==> src/rtl/mips_io_pkg.sv <==
// mips_io_pkg: register offsets and STATUS bit positions for the mips I/O
// window, plus the decoded write-strobe bundle shared inside mips_io_resp.
package mips_io_pkg;

    localparam logic [3:0] OFF_GPIO_OUT = 4'h0;
    localparam logic [3:0] OFF_GPIO_IN  = 4'h1;
    localparam logic [3:0] OFF_TIMER    = 4'h2;
    localparam logic [3:0] OFF_TCMP     = 4'h3;
    localparam logic [3:0] OFF_STATUS   = 4'h4;
    localparam logic [3:0] OFF_TXDATA   = 4'h5;
    localparam logic [3:0] OFF_PRESCALE = 4'h6;

    localparam int ST_MATCH = 0;
    localparam int ST_FULL  = 1;
    localparam int ST_EMPTY = 2;
    localparam int ST_OVF   = 3;

    // One-hot write strobes, valid only for the cycle of a window write.
    typedef struct packed {
        logic gpio_out;
        logic timer;
        logic tcmp;
        logic status;
        logic txdata;
        logic prescale;
    } io_wr_t;

endpackage

==> src/rtl/io_fifo.sv <==
// io_fifo: byte FIFO with registered storage and a show-ahead head.
//   push/wdata/full : producer side; a push while full is dropped unless a
//                     pop happens in the same cycle
//   pop/rdata/valid : consumer side; rdata is the head, pop ignored when empty
//   empty           : no entries
//   clk, reset      : rising-edge clock, asynchronous active-low reset
module io_fifo #(
    parameter int WIDTH = 8,
    parameter int DEPTH = 4
) (
    input  logic             clk,
    input  logic             reset,
    input  logic             push,
    input  logic [WIDTH-1:0] wdata,
    output logic             full,
    input  logic             pop,
    output logic [WIDTH-1:0] rdata,
    output logic             valid,
    output logic             empty
);

    localparam int AW = $clog2(DEPTH);

    // Pointers carry one extra wrap bit so full and empty are distinguishable.
    logic [AW:0]      wptr_q, wptr_d;
    logic [AW:0]      rptr_q, rptr_d;
    logic [WIDTH-1:0] mem_q [DEPTH];
    logic             do_push, do_pop;

    assign empty   = (wptr_q == rptr_q);
    assign full    = (wptr_q[AW] != rptr_q[AW]) && (wptr_q[AW-1:0] == rptr_q[AW-1:0]);
    assign valid   = !empty;
    assign rdata   = mem_q[rptr_q[AW-1:0]];
    assign do_pop  = pop && valid;
    // When full, a simultaneous pop frees the slot the push writes into.
    assign do_push = push && (!full || do_pop);

    assign wptr_d = wptr_q + {{AW{1'b0}}, do_push};
    assign rptr_d = rptr_q + {{AW{1'b0}}, do_pop};

    always_ff @(posedge clk or negedge reset) begin
        if (!reset) begin
            wptr_q <= '0;
            rptr_q <= '0;
        end else begin
            wptr_q <= wptr_d;
            rptr_q <= rptr_d;
        end
    end

    always_ff @(posedge clk or negedge reset) begin
        if (!reset) begin
            for (int i = 0; i < DEPTH; i++) mem_q[i] <= '0;
        end else if (do_push) begin
            mem_q[wptr_q[AW-1:0]] <= wdata;
        end
    end

endmodule

==> src/rtl/mips_io_resp.sv <==
// mips_io_resp: memory-mapped I/O responder for the mips memory bus.
//   clk, reset            : rising-edge clock, asynchronous active-low reset
//   memread, memwrite     : bus strobes from the core
//   adr, writedata        : byte address and write data
//   io_rdata, io_hit      : registered read data and "last read hit the window"
//   gpio_in, gpio_out     : asynchronous inputs (synchronised), output register
//   out_valid, out_data,
//   out_ready             : TX FIFO head towards a valid/ready consumer
// The top level selects io_rdata over exmem data whenever io_hit is set.
module mips_io_resp
    import mips_io_pkg::*;
#(
    parameter int         WIDTH      = 8,
    parameter logic [3:0] IO_BASE    = 4'hF,
    parameter int         FIFO_DEPTH = 4
) (
    input  logic             clk,
    input  logic             reset,
    input  logic             memread,
    input  logic             memwrite,
    input  logic [WIDTH-1:0] adr,
    input  logic [WIDTH-1:0] writedata,
    output logic [WIDTH-1:0] io_rdata,
    output logic             io_hit,
    input  logic [WIDTH-1:0] gpio_in,
    output logic [WIDTH-1:0] gpio_out,
    output logic             out_valid,
    output logic [WIDTH-1:0] out_data,
    input  logic             out_ready
);

    logic             sel;
    logic [3:0]       off;
    logic             rd_hit;
    io_wr_t           wr;

    logic [WIDTH-1:0] gpio_out_q, gpio_out_d;
    logic [WIDTH-1:0] sync1_q, sync2_q;
    logic [WIDTH-1:0] count_q, count_d;
    logic [WIDTH-1:0] pcnt_q, pcnt_d;
    logic [WIDTH-1:0] tcmp_q, tcmp_d;
    logic [WIDTH-1:0] prescale_q, prescale_d;
    logic             match_q, match_d;
    logic             ovf_q, ovf_d;
    logic [WIDTH-1:0] io_rdata_q, io_rdata_d;
    logic             io_hit_q, io_hit_d;

    logic             tick, match_set;
    logic             fifo_full, fifo_empty, fifo_pop, ovf_set;
    logic [WIDTH-1:0] status, rd_val;

    assign sel    = (adr[WIDTH-1 -: 4] == IO_BASE);
    assign off    = adr[3:0];
    // A combined read+write cycle is treated purely as a write.
    assign rd_hit = memread && !memwrite && sel;

    always_comb begin
        wr = '0;
        if (memwrite && sel) begin
            case (off)
                OFF_GPIO_OUT: wr.gpio_out = 1'b1;
                OFF_TIMER:    wr.timer    = 1'b1;
                OFF_TCMP:     wr.tcmp     = 1'b1;
                OFF_STATUS:   wr.status   = 1'b1;
                OFF_TXDATA:   wr.txdata   = 1'b1;
                OFF_PRESCALE: wr.prescale = 1'b1;
                default:      wr          = '0;
            endcase
        end
    end

    always_comb begin
        gpio_out_d = gpio_out_q;
        tcmp_d     = tcmp_q;
        prescale_d = prescale_q;
        if (wr.gpio_out) gpio_out_d = writedata;
        if (wr.tcmp)     tcmp_d     = writedata;
        if (wr.prescale) prescale_d = writedata;
    end

    // Timer: a TIMER write overrides a coincident tick, so no match either.
    assign tick = (pcnt_q == prescale_q);

    always_comb begin
        count_d   = count_q;
        pcnt_d    = pcnt_q + WIDTH'(1);
        match_set = 1'b0;
        if (wr.timer) begin
            count_d = '0;
            pcnt_d  = '0;
        end else if (tick) begin
            count_d   = count_q + WIDTH'(1);
            pcnt_d    = '0;
            match_set = (count_d == tcmp_q);
        end
    end

    // Sticky flags: a set in the same cycle as the write-1-to-clear wins.
    assign fifo_pop = out_valid && out_ready;
    assign ovf_set  = wr.txdata && fifo_full && !fifo_pop;
    assign match_d  = match_set || (match_q && !(wr.status && writedata[ST_MATCH]));
    assign ovf_d    = ovf_set   || (ovf_q   && !(wr.status && writedata[ST_OVF]));

    always_comb begin
        status           = '0;
        status[ST_MATCH] = match_q;
        status[ST_FULL]  = fifo_full;
        status[ST_EMPTY] = fifo_empty;
        status[ST_OVF]   = ovf_q;
    end

    always_comb begin
        rd_val = '0;
        case (off)
            OFF_GPIO_OUT: rd_val = gpio_out_q;
            OFF_GPIO_IN:  rd_val = sync2_q;
            OFF_TIMER:    rd_val = count_q;
            OFF_TCMP:     rd_val = tcmp_q;
            OFF_STATUS:   rd_val = status;
            OFF_PRESCALE: rd_val = prescale_q;
            default:      rd_val = '0;
        endcase
    end

    assign io_rdata_d = rd_hit ? rd_val : io_rdata_q;
    assign io_hit_d   = rd_hit;

    always_ff @(posedge clk or negedge reset) begin
        if (!reset) begin
            gpio_out_q <= '0;
            sync1_q    <= '0;
            sync2_q    <= '0;
            count_q    <= '0;
            pcnt_q     <= '0;
            tcmp_q     <= '0;
            prescale_q <= '0;
            match_q    <= 1'b0;
            ovf_q      <= 1'b0;
            io_rdata_q <= '0;
            io_hit_q   <= 1'b0;
        end else begin
            gpio_out_q <= gpio_out_d;
            sync1_q    <= gpio_in;
            sync2_q    <= sync1_q;
            count_q    <= count_d;
            pcnt_q     <= pcnt_d;
            tcmp_q     <= tcmp_d;
            prescale_q <= prescale_d;
            match_q    <= match_d;
            ovf_q      <= ovf_d;
            io_rdata_q <= io_rdata_d;
            io_hit_q   <= io_hit_d;
        end
    end

    io_fifo #(
        .WIDTH (WIDTH),
        .DEPTH (FIFO_DEPTH)
    ) u_tx_fifo (
        .clk   (clk),
        .reset (reset),
        .push  (wr.txdata),
        .wdata (writedata),
        .full  (fifo_full),
        .pop   (fifo_pop),
        .rdata (out_data),
        .valid (out_valid),
        .empty (fifo_empty)
    );

    assign gpio_out = gpio_out_q;
    assign io_rdata = io_rdata_q;
    assign io_hit   = io_hit_q;

endmodule
==> config.mk <==
export PLATFORM = sky130hd
export DESIGN_NAME = mips_io_resp
export DESIGN_NICKNAME = d
export VERILOG_FILES = /design/src/rtl/mips_io_pkg.sv /design/src/rtl/io_fifo.sv /design/src/rtl/mips_io_resp.sv
export SDC_FILE = /design/constraint.sdc
export NUM_CORES = 1
export LEC_CHECK = 0
export BUFFER_PORTS_ARGS = -buffer_cell sky130_fd_sc_hd__clkbuf_2
export CAP_MARGIN = 20
export CORE_MARGIN = 1.5
export CORE_UTILIZATION = 59
export CTS_CLUSTER_DIAMETER = 100
export DETAILED_ROUTE_END_ITERATION = 6
export GPL_TIMING_DRIVEN = 0
export PLACE_DENSITY = 0.89
export SLEW_MARGIN = 25
export SYNTH_ARGS = -nofsm -noshare
export SYNTH_HDL_FRONTEND = slang
export SYNTH_HIERARCHICAL = 1
export SYNTH_SLANG_ARGS = --single-unit
export TNS_END_PERCENT = 1
==> constraint.sdc <==
create_clock -name clk -period 2.78 [get_ports clk]
set_input_delay 0.556 -clock clk [delete_from_list [all_inputs] [get_ports clk]]
set_output_delay 0.556 -clock clk [all_outputs]
set_load 0.005 [all_outputs]
---- Yosys cells after proc, flatten, opt, wreduce, memory -nomap -nowiden ----
Index checks and enable logic that the tools add are counted.
word-level totals
  register bits ........................... 105
  word-level logic and storage cells ...... 83
  bits of input ports ..................... 29
  output and inout port bits .............. 26
cells by class
  bitwise logic cells ..................... 2
  reductions and logical operators ........ 25
  mux-type cells .......................... 20
  equality and inequality tests ........... 12
  add/subtract/negate cells ............... 4
  $lt $le $gt $ge ......................... 3
operator list
  cell                 number
  $mux 8               7
  $pmux 8 s6           1
  $bwmux 32            1
  $add 8x1->8 const B  2
  $bmux 8 s2           1
  $demux 8 s2          1
  $eq 8x8->1           2
  $logic_and 1x1->1    14
  $eq 4x3->1 const B   3
  $eq 4x2->1 const B   2
  $mux 1               8
  $add 3x1->3          2
  $ge 3x3->1 const B   2
  $logic_not 1->1      6
  $mux 6               1
  $not 2->3            2
  $eq 4x1->1 const B   1
  $eq 4x4->1 const B   1
  $logic_not 4->1      1
  $eq 3x3->1           1
  $logic_or 1x1->1     3
  $lt 3x1->1 const B   1
  $eq 2x2->1           1
  $reduce_bool 2->1    1
  $ne 1x1->1           1

---- Depth between registers and ports, before layout ----
Gate-level depths: netlist of the first run.
  depth in word-level cells ............... 7
  gate-level depth with buffers ........... 11
  gate-level depth less buffers ........... 9

---- Hierarchy ----
The synthesis of the first run kept the hierarchy.
by module, submodules not included
  module        times used  area each (um^2)  cells an instance
  mips_io_resp  1           3278.1            273
  io_fifo       1           1816.7            105

---- Least setup slack after synthesis of the first run ----
OpenSTA, ideal clock, no wires.
  path kind ............................... reg-to-reg
  start ................................... reg u_tx_fifo.rptr_q[0]
  end ..................................... reg u_tx_fifo/mem_q[10] in the netlist's numbering
  arrival ................................. 2.446 ns
  path slack .............................. 0.209 ns
  stages on the path, launching flop included .. 10
  path buffers ............................ 2
  cell sequence ........................... dfrtp_1 -> buf_2 -> xor2_4 -> nor2_1 -> nand2_1 -> nand2_1 -> inv_1 -> buf_1 -> o41ai_4 -> mux2_2
on the way
  longest elaborated chain between the ends .. 6
  elaborated cells between the ends (all ways) .. 9
  those cells by class .................... eq/ne (2); reduce/logical (7)
ends and longest elaborated chain
  what                           line                source
  start, declared                io_fifo.sv:26       logic [AW:0] rptr_q, rptr_d;
  start signal, assigned         io_fifo.sv:47       rptr_q <= rptr_d;
  $eq 3x3->1                     io_fifo.sv:30       assign empty = (wptr_q == rptr_q);
  $logic_not 1->1                io_fifo.sv:32       assign valid = !empty;
  named net out_valid            mips_io_resp.sv:27  output logic out_valid,
  $logic_and 1x1->1              mips_io_resp.sv:99  assign fifo_pop = out_valid && out_ready;
  named net fifo_pop             mips_io_resp.sv:49  logic fifo_full, fifo_empty, fifo_pop, ovf_set;
  $logic_and 1x1->1              io_fifo.sv:34       assign do_pop = pop && valid;
  $logic_or 1x1->1               io_fifo.sv:36       assign do_push = push && (!full || do_pop);
  $logic_and 1x1->1              io_fifo.sv:36
  end signal, assigned by index  io_fifo.sv:55       mem_q[wptr_q[AW-1:0]] <= wdata;
  end, declared                  io_fifo.sv:27       logic [WIDTH-1:0] mem_q [DEPTH];
The timed path passes the listed nets, and every way through them passes these cells.
A chain may end at the register's enable or synchronous reset.

---- Final worst setup path of the first run ----
  start ................................... reg u_tx_fifo.rptr_q[1]
  end ..................................... reg u_tx_fifo/mem_q[10] in the netlist's numbering
on the way
  longest elaborated chain between the ends .. 6
  elaborated cells between the ends (all ways) .. 9
  those cells by class .................... eq/ne (2); reduce/logical (7)
ends and longest elaborated chain
  what                line
  $eq 3x3->1          io_fifo.sv:30
  $logic_not 1->1     io_fifo.sv:32
  $logic_and 1x1->1   mips_io_resp.sv:99
  named net fifo_pop  mips_io_resp.sv:49
  $logic_and 1x1->1   io_fifo.sv:34
  $logic_or 1x1->1    io_fifo.sv:36
  $logic_and 1x1->1   io_fifo.sv:36
The timed path passes the listed nets, and every way through them passes these cells.

==> impl_metrics.json, run 1 <==
{
  "p_total_mw": 3.71,
  "worst_slew_pin_slew_ns": 0.719,
  "dp_hpwl_um": 7660,
  "timing.rr.end": "u_tx_fifo/mem_q[10]",
  "drtIter0Drc": 209,
  "clock-sinks": 105,
  "period_needed_ns": 2.66,
  "finalSetupViolations": 0,
  "ys_seq_area_share_pct": 51.6,
  "fp.dieW_um": 95.9,
  "drcViolationCount": 0,
  "cap_violations": 0,
  "synth_fp_nets": 413,
  "power_density_nw_per_um2": 643,
  "syn_to_final_growth_pct": 13.3,
  "slew_headroom_pct": 51.9,
  "status": "finished, final reports clean",
  "slew_violations": 0,
  "worstPathArrival_ns": 2.93,
  "synthFlopType": "dfrtp_1",
  "vdd_drop_max_mv": 0.316,
  "r2r_slack_ns": 0.12,
  "p_leak_nw": 2.86,
  "wl_um": 11000,
  "place.port_buffers": 53,
  "synth.avg_cell_area_um2": 13.5,
  "viasPerCell": 5.99,
  "clock_latency_ns": 0.38,
  "grt_pass1_vias": 3456,
  "crit_fanout": 9,
  "worstSetupEndpointType": "flop",
  "syn-cell-area_um2": 5090,
  "reg2regPathDepth": 9,
  "htreeDepth": 3,
  "crit_type": "reg2reg",
  "max_freq_ghz": 0.376,
  "layout-drive-gt1-share_pct": 36.8,
  "fin_crit_sh_pct": 95.7,
  "cp-start-kind": "flop",
  "grtUsageTotal_pct": 26.7,
  "start_util_pct": 61.4,
  "synth_cell_types": 60,
  "antenna_found_initial": 0,
  "synth_edf_count": 0,
  "cts_tree": "done",
  "ys_seq_elements": 105,
  "vias": 3331,
  "nets": 481,
  "clkTransAtPathRegs_ns": 0.10,
  "grt-ovfl-total": 0,
  "async_flop_share_pct": 100,
  "syn_inst": 378,
  "crit_required_ns": 3.05,
  "cts_hold_buf": 0,
  "finalClockSkew_ns": 0.0142,
  "grt_pass1_wl_um": 17800,
  "grt_max_degree": 82,
  "yosysWarnings": 6,
  "clock-root-buffer": "clkbuf_8",
  "dieArea_um2": 9200,
  "core-area_um2": 8300,
  "dr.pass1.iters": 5,
  "hold_violations": 0,
  "io_pins": 55,
  "row_count": 33,
  "routabilityCongestion": 0.960,
  "die_height_um": 95.9,
  "drtAntennaViolNets": 0,
  "routedWlPerCell_um": 19.8,
  "cts_buffers": 9,
  "clock_path_buffers": 2,
  "n_antenna_cell": 0,
  "hp-class": "in2async",
  "rsz0062_at_grt": "true",
  "setup_tns_ns": 0,
  "regToRegStartpoint": "u_tx_fifo/rptr_q[1]"
}
==> cells by family (layout without fill, tap and decap cells) <==
| kind of cell | after synthesis | count (layout) | synth area share (%) |
|---|---|---|---|
| flip-flops | 105 | 105 | 51.6 |
| buffers and inverters | 18 | 91 | 1.89 |
| XOR/XNOR | 36 | 36 | 6.85 |
| multiplexers | 79 | 79 | 20.5 |
| AND/OR/NAND/NOR | 97 | 97 | 11.1 |
| AO/OA/AOI/OAI | 37 | 37 | 6.68 |
| adder cells (fa/ha/maj) | 6 | 6 | 1.47 |
==> area by class of cell <==
| class | count | area [µm²] |
|---|---|---|
| Buffer | 12 | 80.1 |
| Clock inverter | 5 | 51.3 |
| Fill cell | 546 | 2530 |
| Sequential cell | 105 | 2630 |
| Timing Repair Buffer | 57 | 324 |
| Multi-Input combinational cell | 255 | 2400 |
| Tap cell | 105 | 131 |
| Inverter | 6 | 22.5 |
| Clock buffer | 11 | 131 |
==> per-stage QoR <==
stage | utilization (%) | instance area [µm²] | hold slack [ns] | cells | worst slack [ns]
after floorplan | - | 5090 | 0.260 | 378 | 0.209
after global placement | 66.2 | 5490 | 0.333 | 536 | -0.182
after detailed placement | 66.6 | 5530 | 0.341 | 537 | -0.240
after CTS | 69.2 | 5740 | 0.0294 | 555 | 0.0363
after global routing | 69.5 | 5770 | 0.0120 | 556 | -0.0199
final | 69.5 | 5770 | 0.0312 | 556 | 0.119
==> how the worst max path moves through the flow <==
stage,from,cells past startpoint,end
final,u_tx_fifo/rptr_q[1],9,u_tx_fifo/mem_q[10]
after detailed placement,u_tx_fifo/rptr_q[0],9,u_tx_fifo/mem_q[19]
after floorplan,u_tx_fifo/rptr_q[0],9,u_tx_fifo/mem_q[10]
after CTS,u_tx_fifo/rptr_q[1],9,u_tx_fifo/mem_q[7]
after global placement,u_tx_fifo/rptr_q[0],9,u_tx_fifo/mem_q[17]
after global routing,u_tx_fifo/rptr_q[0],9,u_tx_fifo/mem_q[14]
==> state kept, by name, summed over array words and instances, names as in the netlist, 3 cells and up <==
register / flops
count_q: 8
gpio_out: 8
io_rdata: 8
pcnt_q: 8
prescale_q: 8
sync1_q: 8
sync2_q: 8
tcmp_q: 8
u_tx_fifo/mem_q: 32
u_tx_fifo/rptr_q: 3
u_tx_fifo/wptr_q: 3
==> cells in the mapped netlist, types with 3 or more instances <==
cell type  number  area (µm²)
a21oi_1         5        25.0
a22oi_1         5        37.5
and2_1          3        18.8
and3_1          4        25.0
buf_2           5        25.0
buf_6           3        33.8
clkbuf_1        3        11.3
dfrtp_1       105        2630
ha_1            6        75.1
inv_1           5        18.8
mux2_1         11         124
mux2_2         38         428
mux2_4          8         120
mux2i_1        10         100
mux4_2         12         270
nand2_1        14        52.6
nand2b_1        3        18.8
nand3_1         8        40.0
nand3b_1        3        22.5
nand4_1         5        31.3
nor2_1         22        82.6
nor2_2          8        50.1
nor2b_1         5        31.3
nor3_1          3        15.0
o21ai_1         5        25.0
o22ai_1         3        18.8
o32ai_1         3        26.3
o41ai_4         4         110
xnor2_1         8        70.1
xor2_1         25         219
==> repair_timing <==
action                                  4_1_cts  5_1_grt
setup buffers                                 2        1
hold endpoints to repair                      0        0
gates resized for setup                       4        4
pin swaps                                     4        1
endpoints found under the setup margin       35       24
==> metal layers <==
metal	GRT usage (%)	vias up	part of all wire, %
met4	11.2	0	3.0
li1	-	1513	-
met2	41.8	128	48
met5	0	-	0
met3	7.42	34	5.8
met1	34.9	1656	43
==> report_power, final <==
group	leakage, nW	switching [mW]	total (mW)	internal [mW]
Clock	0.0908	0.543	0.885	0.342
Sequential	1.40	0.185	1.84	1.66
Combinational	1.36	0.546	0.979	0.433
==> critical path: stages (launching register included) <==
cell and delay, ns:
dfrtp_1 0.40, clkbuf_4 0.23, xor2_4 0.26, nor2_4 0.14, nand2_1 0.09, nand2_2 0.12, inv_1 0.04, buf_2 0.18
o41ai_4 0.68, mux2_2 0.41
==> placed cells by master, fill, tap and decap left out, types with 10 or more instances in the layout <==
cell type / netlist / layout
mux2_1: 11 / 11
mux4_2: 12 / 12
dfrtp_1: 105 / 105
mux2_2: 38 / 38
xor2_1: 25 / 25
nor2_1: 22 / 21
clkbuf_2: 0 / 52
clkbuf_8: 0 / 10
nand2_1: 14 / 13
mux2i_1: 10 / 10
No activity file was read; power rests on OpenSTA's default activity.
==> inputs of run 2 (changes only) <==
--- a/config.mk
+++ b/config.mk
@@ -5,6 +5,7 @@
 export SDC_FILE = /design/constraint.sdc
 export NUM_CORES = 1
 export LEC_CHECK = 0
+export ABC_AREA = 1
 export BUFFER_PORTS_ARGS = -buffer_cell sky130_fd_sc_hd__clkbuf_2
 export CAP_MARGIN = 20
 export CORE_MARGIN = 1.5
==> impl_metrics.json, run 2 <==
{
  "largest_register_ffs": 32,
  "worst_slew_pin_slew_ns": 0.783,
  "grt_max_degree": 80,
  "antenna_found_initial": 0,
  "dp_hpwl_um": 9380,
  "cts_buffers": 9,
  "drtAntennaViolNets": 0,
  "yosysMostFrequentCell": "nand2_1",
  "synth_edf_count": 0,
  "io_pins": 55,
  "status": "finished, final reports clean",
  "nFillCells": 678,
  "routedWlPerCell_um": 16.5,
  "grtUsageTotal_pct": 29.1,
  "dieArea_um2": 9440,
  "clock_power_share_pct": 25.6,
  "cp-start-kind": "flop",
  "clock-root-buffer": "clkbuf_8",
  "p_comb_share_pct": 28.7,
  "cts_tree": "done",
  "hp-class": "in2async",
  "clkTransAtPathRegs_ns": 0.12,
  "crit_type": "reg2reg",
  "place.port_buffers": 54,
  "post-place-cells": 765,
  "worstSetupEndpointType": "flop",
  "cp-startpoint": "u_tx_fifo/rptr_q[0]",
  "worst_slack_ns": 0.165,
  "syn_inst": 602,
  "max_freq_ghz": 0.382,
  "ys_seq_area_share_pct": 50.2,
  "htreeDepth": 3,
  "start_util_pct": 60.6,
  "grt_pass1_vias": 4593,
  "syn-cell-area_um2": 5230,
  "slew_violations": 0,
  "cap_violations": 0,
  "core-area_um2": 8640,
  "nets": 705,
  "regToRegStartpoint": "u_tx_fifo/rptr_q[0]",
  "drtIter0Drc": 404,
  "layout-drive-gt1-share_pct": 20.1,
  "crit_fanout": 10,
  "clock_latency_ns": 0.37,
  "synthTopCellsByCount": "nand2_1, dfrtp_1, inv_1, o21ai_0, nand4_1",
  "rsz0062_at_grt": "false",
  "vdd_drop_max_mv": 0.438,
  "fp.dieW_um": 97.2,
  "switchingPower_mw": 1.42,
  "postPlaceCellArea_um2": 5670,
  "pwr-share-seq_pct": 45.7,
  "drcViolationCount": 0,
  "routabilityCongestion": 0.968,
  "synthFlopType": "dfrtp_1",
  "viasPerCell": 5.88,
  "wl_um": 13000,
  "vias": 4607,
  "finalSetupViolations": 0,
  "grt_pass1_wl_um": 21900,
  "crit_required_ns": 3.04,
  "mostFrequentLayoutCell": "nand2_1",
  "fin_crit_sh_pct": 94.1,
  "die_height_um": 97.2,
  "finalClockSkew_ns": 0.0133,
  "grt-ovfl-total": 0,
  "mostFrequentLayoutCells": "nand2_1, dfrtp_1, clkbuf_2, inv_1, o21ai_0",
  "n_antenna_cell": 0,
  "p_total_mw": 3.92,
  "p_leak_nw": 3.07,
  "synth_top_area_cell": "dfrtp_1",
  "setup_tns_ns": 0,
  "ys_seq_elements": 105,
  "yosysTopAreaCellShare_pct": 50.2,
  "clock-sinks": 105,
  "dr.pass1.iters": 5,
  "p_int_mw": 2.51,
  "async_flop_share_pct": 100,
  "p_sw_share_pct": 36.1,
  "period_needed_ns": 2.61,
  "hold_violations": 0,
  "syn_to_final_growth_pct": 12.7,
  "pre_cts_slack_ns": -0.0932,
  "slew_headroom_pct": 47.6,
  "worstPathArrival_ns": 2.87,
  "power_density_nw_per_um2": 666,
  "synth_fp_nets": 637,
  "ys_top_cells_by_area": "dfrtp_1, nand2_1, o21ai_0",
  "post-route-cell-area_um2": 5900,
  "synth.avg_cell_area_um2": 8.69,
  "clock_path_buffers": 2,
  "row_count": 34,
  "instances_no_fill": 783,
  "synth_cell_types": 45,
  "yosysWarnings": 6,
  "regMostFlops": "u_tx_fifo/mem_q"
}
==> run 2: layout make-up <==
| cell class | instances | area (µm²) | share of cell area [%] |
|---|---|---|---|
| Clock inverter | 7 | 82.6 | 1.40 |
| Sequential cell | 105 | 2630 | 44.6 |
| Inverter | 62 | 234 | 3.97 |
| Multi-Input combinational cell | 419 | 2260 | 38.3 |
| Buffer | 16 | 111 | 1.89 |
| Timing Repair Buffer | 57 | 322 | 5.45 |
| Tap cell | 108 | 135 | 2.29 |
| Clock buffer | 9 | 124 | 2.10 |
==> run 2: per-layer routing <==
layer  vias to the layer above  global-route usage (%)  part of all wire (%)
li1                       2129                       -                     -
met1                      2175                    38.4                    40
met2                       261                    47.7                    49
met3                        42                    6.62                   8.3
met4                         0                    10.4                   2.8
met5                         -                       0                     0
==> run 2: path summary, 6_finish.rpt <==
check	cells past startpoint	endpoint	slack [ns]
setup reg to reg	17	u_tx_fifo/wptr_q[2]	0.17
hold reg to reg	0	sync2_q[1]	0.36
hold / removal	1	io_rdata[2]	0.05
min in group clk	1	sync1_q[5]	0.29
max in group asynchronous	2	gpio_out[5]	2.07
setup / recovery	17	u_tx_fifo/wptr_q[2]	0.17
==> run 2: cell families after synthesis <==
logic type / Yosys count / share of synthesized area, %
AND/OR/NAND/NOR: 312 / 29.1
flip-flops: 105 / 50.2
AO/OA/AOI/OAI: 91 / 10.8
buffers and inverters: 78 / 6.60
XOR/XNOR: 10 / 1.82
adder cells (fa/ha/maj): 6 / 1.44
==> run 2: worst max-delay path: stages (launching register included) <==
cell      delay, ns
dfrtp_1        0.39
buf_4          0.17
clkinv_2       0.11
nand2_1        0.06
nand2_1        0.14
nand2_1        0.13
nor2_2         0.16
inv_1          0.09
nand2_1        0.07
inv_1          0.06
inv_1          0.10
nand4_4        0.14
buf_4          0.20
nand2_1        0.06
inv_1          0.06
ha_1           0.20
ha_1           0.20
xor2_1         0.16
==> run 2: power groups by stage <==
stage | Combinational, mW | Clock, mW | Sequential, mW
after floorplan | 0.775 | 0 | 1.78
after global placement | 1.05 | 0 | 1.82
after detailed placement | 1.10 | 0 | 1.82
after CTS | 1.11 | 1.02 | 1.79
after global routing | 1.25 | 1.08 | 1.82
final | 1.13 | 1.01 | 1.79
==> run 2: what timing repair did <==
action | in CTS | in global routing
buffers inserted | 0 | 2
hold buffers | 0 | 0
gates resized for setup | 0 | 1
endpoints found under the hold margin | 0 | 0
endpoints found under the setup margin | 0 | 2
==> run 2: stage by stage <==
| step | hold WS, ns | utilization (%) |
|---|---|---|
| global placement | 0.333 | 65.3 |
| global route | 0.0374 | 68.3 |
| finish | 0.0475 | 68.3 |
| CTS | 0.0419 | 68.1 |
| floorplan | 0.260 | - |
| detailed placement | 0.336 | 65.7 |
==> inputs of run 3 (changes only) <==
--- a/config.mk
+++ b/config.mk
@@ -9,11 +9,11 @@
 export BUFFER_PORTS_ARGS = -buffer_cell sky130_fd_sc_hd__clkbuf_2
 export CAP_MARGIN = 20
 export CORE_MARGIN = 1.5
-export CORE_UTILIZATION = 59
+export CORE_UTILIZATION = 50
 export CTS_CLUSTER_DIAMETER = 100
 export DETAILED_ROUTE_END_ITERATION = 6
 export GPL_TIMING_DRIVEN = 0
-export PLACE_DENSITY = 0.89
+export PLACE_DENSITY = 0.78
 export SLEW_MARGIN = 25
 export SYNTH_ARGS = -nofsm -noshare
 export SYNTH_HDL_FRONTEND = slang
==> impl_metrics.json, run 3 (synthesized netlist as in run 2, its figures left out) <==
{
  "drtIter0Drc": 380,
  "finalClockSkew_ns": 0.0130,
  "clock-sinks": 105,
  "cts_buffers": 9,
  "drcViolationCount": 0,
  "status": "finished, final reports clean",
  "crit_type": "reg2reg",
  "fp.dieW_um": 105,
  "multi_input_area_um2": 2270,
  "dp_hpwl_um": 9540,
  "vias": 4510,
  "grt_pass1_vias": 4409,
  "period_needed_ns": 2.59,
  "slew_violations": 0,
  "clock_latency_ns": 0.38,
  "mostFrequentLayoutCells": "nand2_1, dfrtp_1, clkbuf_2, inv_1, o21ai_0",
  "crit_required_ns": 3.04,
  "routabilityCongestion": 0.889,
  "cp-startpoint": "u_tx_fifo/rptr_q[1]",
  "regMostFlops": "u_tx_fifo/mem_q",
  "core-area_um2": 10200,
  "r2r_slack_ns": 0.19,
  "nFillCells": 887,
  "grtUsageTotal_pct": 24.3,
  "clock-root-buffer": "clkbuf_8",
  "worstSetupEndpointType": "flop",
  "hp-class": "in2async",
  "worstPathArrival_ns": 2.86,
  "cts_hold_buf": 0,
  "finalSetupViolations": 0,
  "grt-ovfl-total": 0,
  "clkTransAtPathRegs_ns": 0.10,
  "worst_slew_pin_slew_ns": 0.607,
  "reg2regPathDepth": 15,
  "io_pins": 55,
  "crit_fanout": 10,
  "fin_util_pct": 57.8,
  "slew_headroom_pct": 59.4,
  "row_count": 37,
  "power_density_nw_per_um2": 647,
  "antenna_found_initial": 0,
  "htreeDepth": 3,
  "hold_violations": 0,
  "place.port_buffers": 54,
  "start_util_pct": 51.1,
  "syn_to_final_growth_pct": 13.0,
  "cts_setup_buffers": 0,
  "regArea_um2": 2630,
  "largest_register_ffs": 32,
  "mostFrequentLayoutCell": "nand2_1",
  "fin_crit_sh_pct": 93.3,
  "setup_tns_ns": 0,
  "cp-start-kind": "flop",
  "vdd_drop_max_mv": 0.293,
  "max_freq_ghz": 0.385,
  "p_leak_nw": 3.06,
  "dieArea_um2": 11100,
  "clock_path_buffers": 2,
  "grt_pass1_wl_um": 21200,
  "viasPerCell": 5.57,
  "n_antenna_cell": 0,
  "grt_max_degree": 55,
  "wl_um": 12600,
  "regToRegStartpoint": "u_tx_fifo/rptr_q[1]",
  "rsz0062_at_grt": "false",
  "nets": 703,
  "die_height_um": 105,
  "pre_cts_slack_ns": -0.125,
  "p_total_mw": 3.83,
  "worst_slack_ns": 0.186,
  "crit_end": "u_tx_fifo/wptr_q[2]",
  "cap_violations": 0,
  "hold-worst-slack_ns": 0.114,
  "cts_tree": "done",
  "drtAntennaViolNets": 0,
  "routedWlPerCell_um": 15.6,
  "layout-drive-gt1-share_pct": 19.9,
  "timing.rr.end": "u_tx_fifo/wptr_q[2]",
  "dr.pass1.iters": 5
}
-- run 3: cell count changes in the layout (fill, tap and decap cells not counted), sizes merged --
cell | before | now
buf | 16 | 14
inv | 64 | 63
clkinv | 4 | 5
bufinv | 1 | 0
clkbuf | 66 | 67
-- run 3: power breakdown --
group          total, mW  internal, mW  switching, mW
clock              0.912         0.362          0.550
sequential          1.80          1.66          0.142
combinational       1.11         0.417          0.696
-- run 3: worst min-delay path by stage --
stage,endpoint,slack (ns),depth (start not counted)
floorplan,count_q[0],0.26,0
global placement,sync2_q[7],0.33,0
detailed placement,sync2_q[0],0.34,0
CTS,sync2_q[6],0.13,1
global route,sync2_q[7],0.14,1
finish,sync2_q[7],0.11,1
-- run 3: final cells by class --
class	count	area share, %
multi-input cells	419	38.4
repair buffers	55	5.19
plain buffers	16	1.95
well taps	136	2.88
clock buffers	10	2.33
inverters	62	3.96
clock inverters	6	0.825
flip-flops and latches	105	44.4
-- run 3: metal layers --
layer / vias to the layer above / part of all wire, % / GRT usage [%]
met5: - / 0 / 0
met3: 30 / 6.8 / 3.77
li1: 2116 / - / -
met2: 196 / 51 / 42.0
met4: 0 / 2.4 / 9.20
met1: 2168 / 40 / 30.8
-- run 3: stage by stage --
stage / area, µm² / cells
3_5_place_dp: 5710 / 793
3_3_place_gp: 5670 / 792
4_1_cts: 5890 / 809
5_1_grt: 5910 / 809
6_report: 5910 / 809
2_1_floorplan: 5230 / 602
-- run 3: timing repair --
item                       in CTS  in global routing
hold endpoints to repair        0                  0
gates resized for setup         0                  3
setup endpoints to repair       0                  2
-- run 3: critical path, stage by stage (launching register included) --
cell	delay [ns]
dfrtp_1	0.40
buf_2	0.20
xnor2_4	0.22
nand2_1	0.11
nor2_2	0.16
inv_1	0.11
nand2_1	0.08
inv_1	0.06
inv_1	0.10
nand4_4	0.19
buf_6	0.21
nand2_1	0.07
inv_1	0.05
ha_1	0.17
ha_1	0.19
xor2_1	0.16
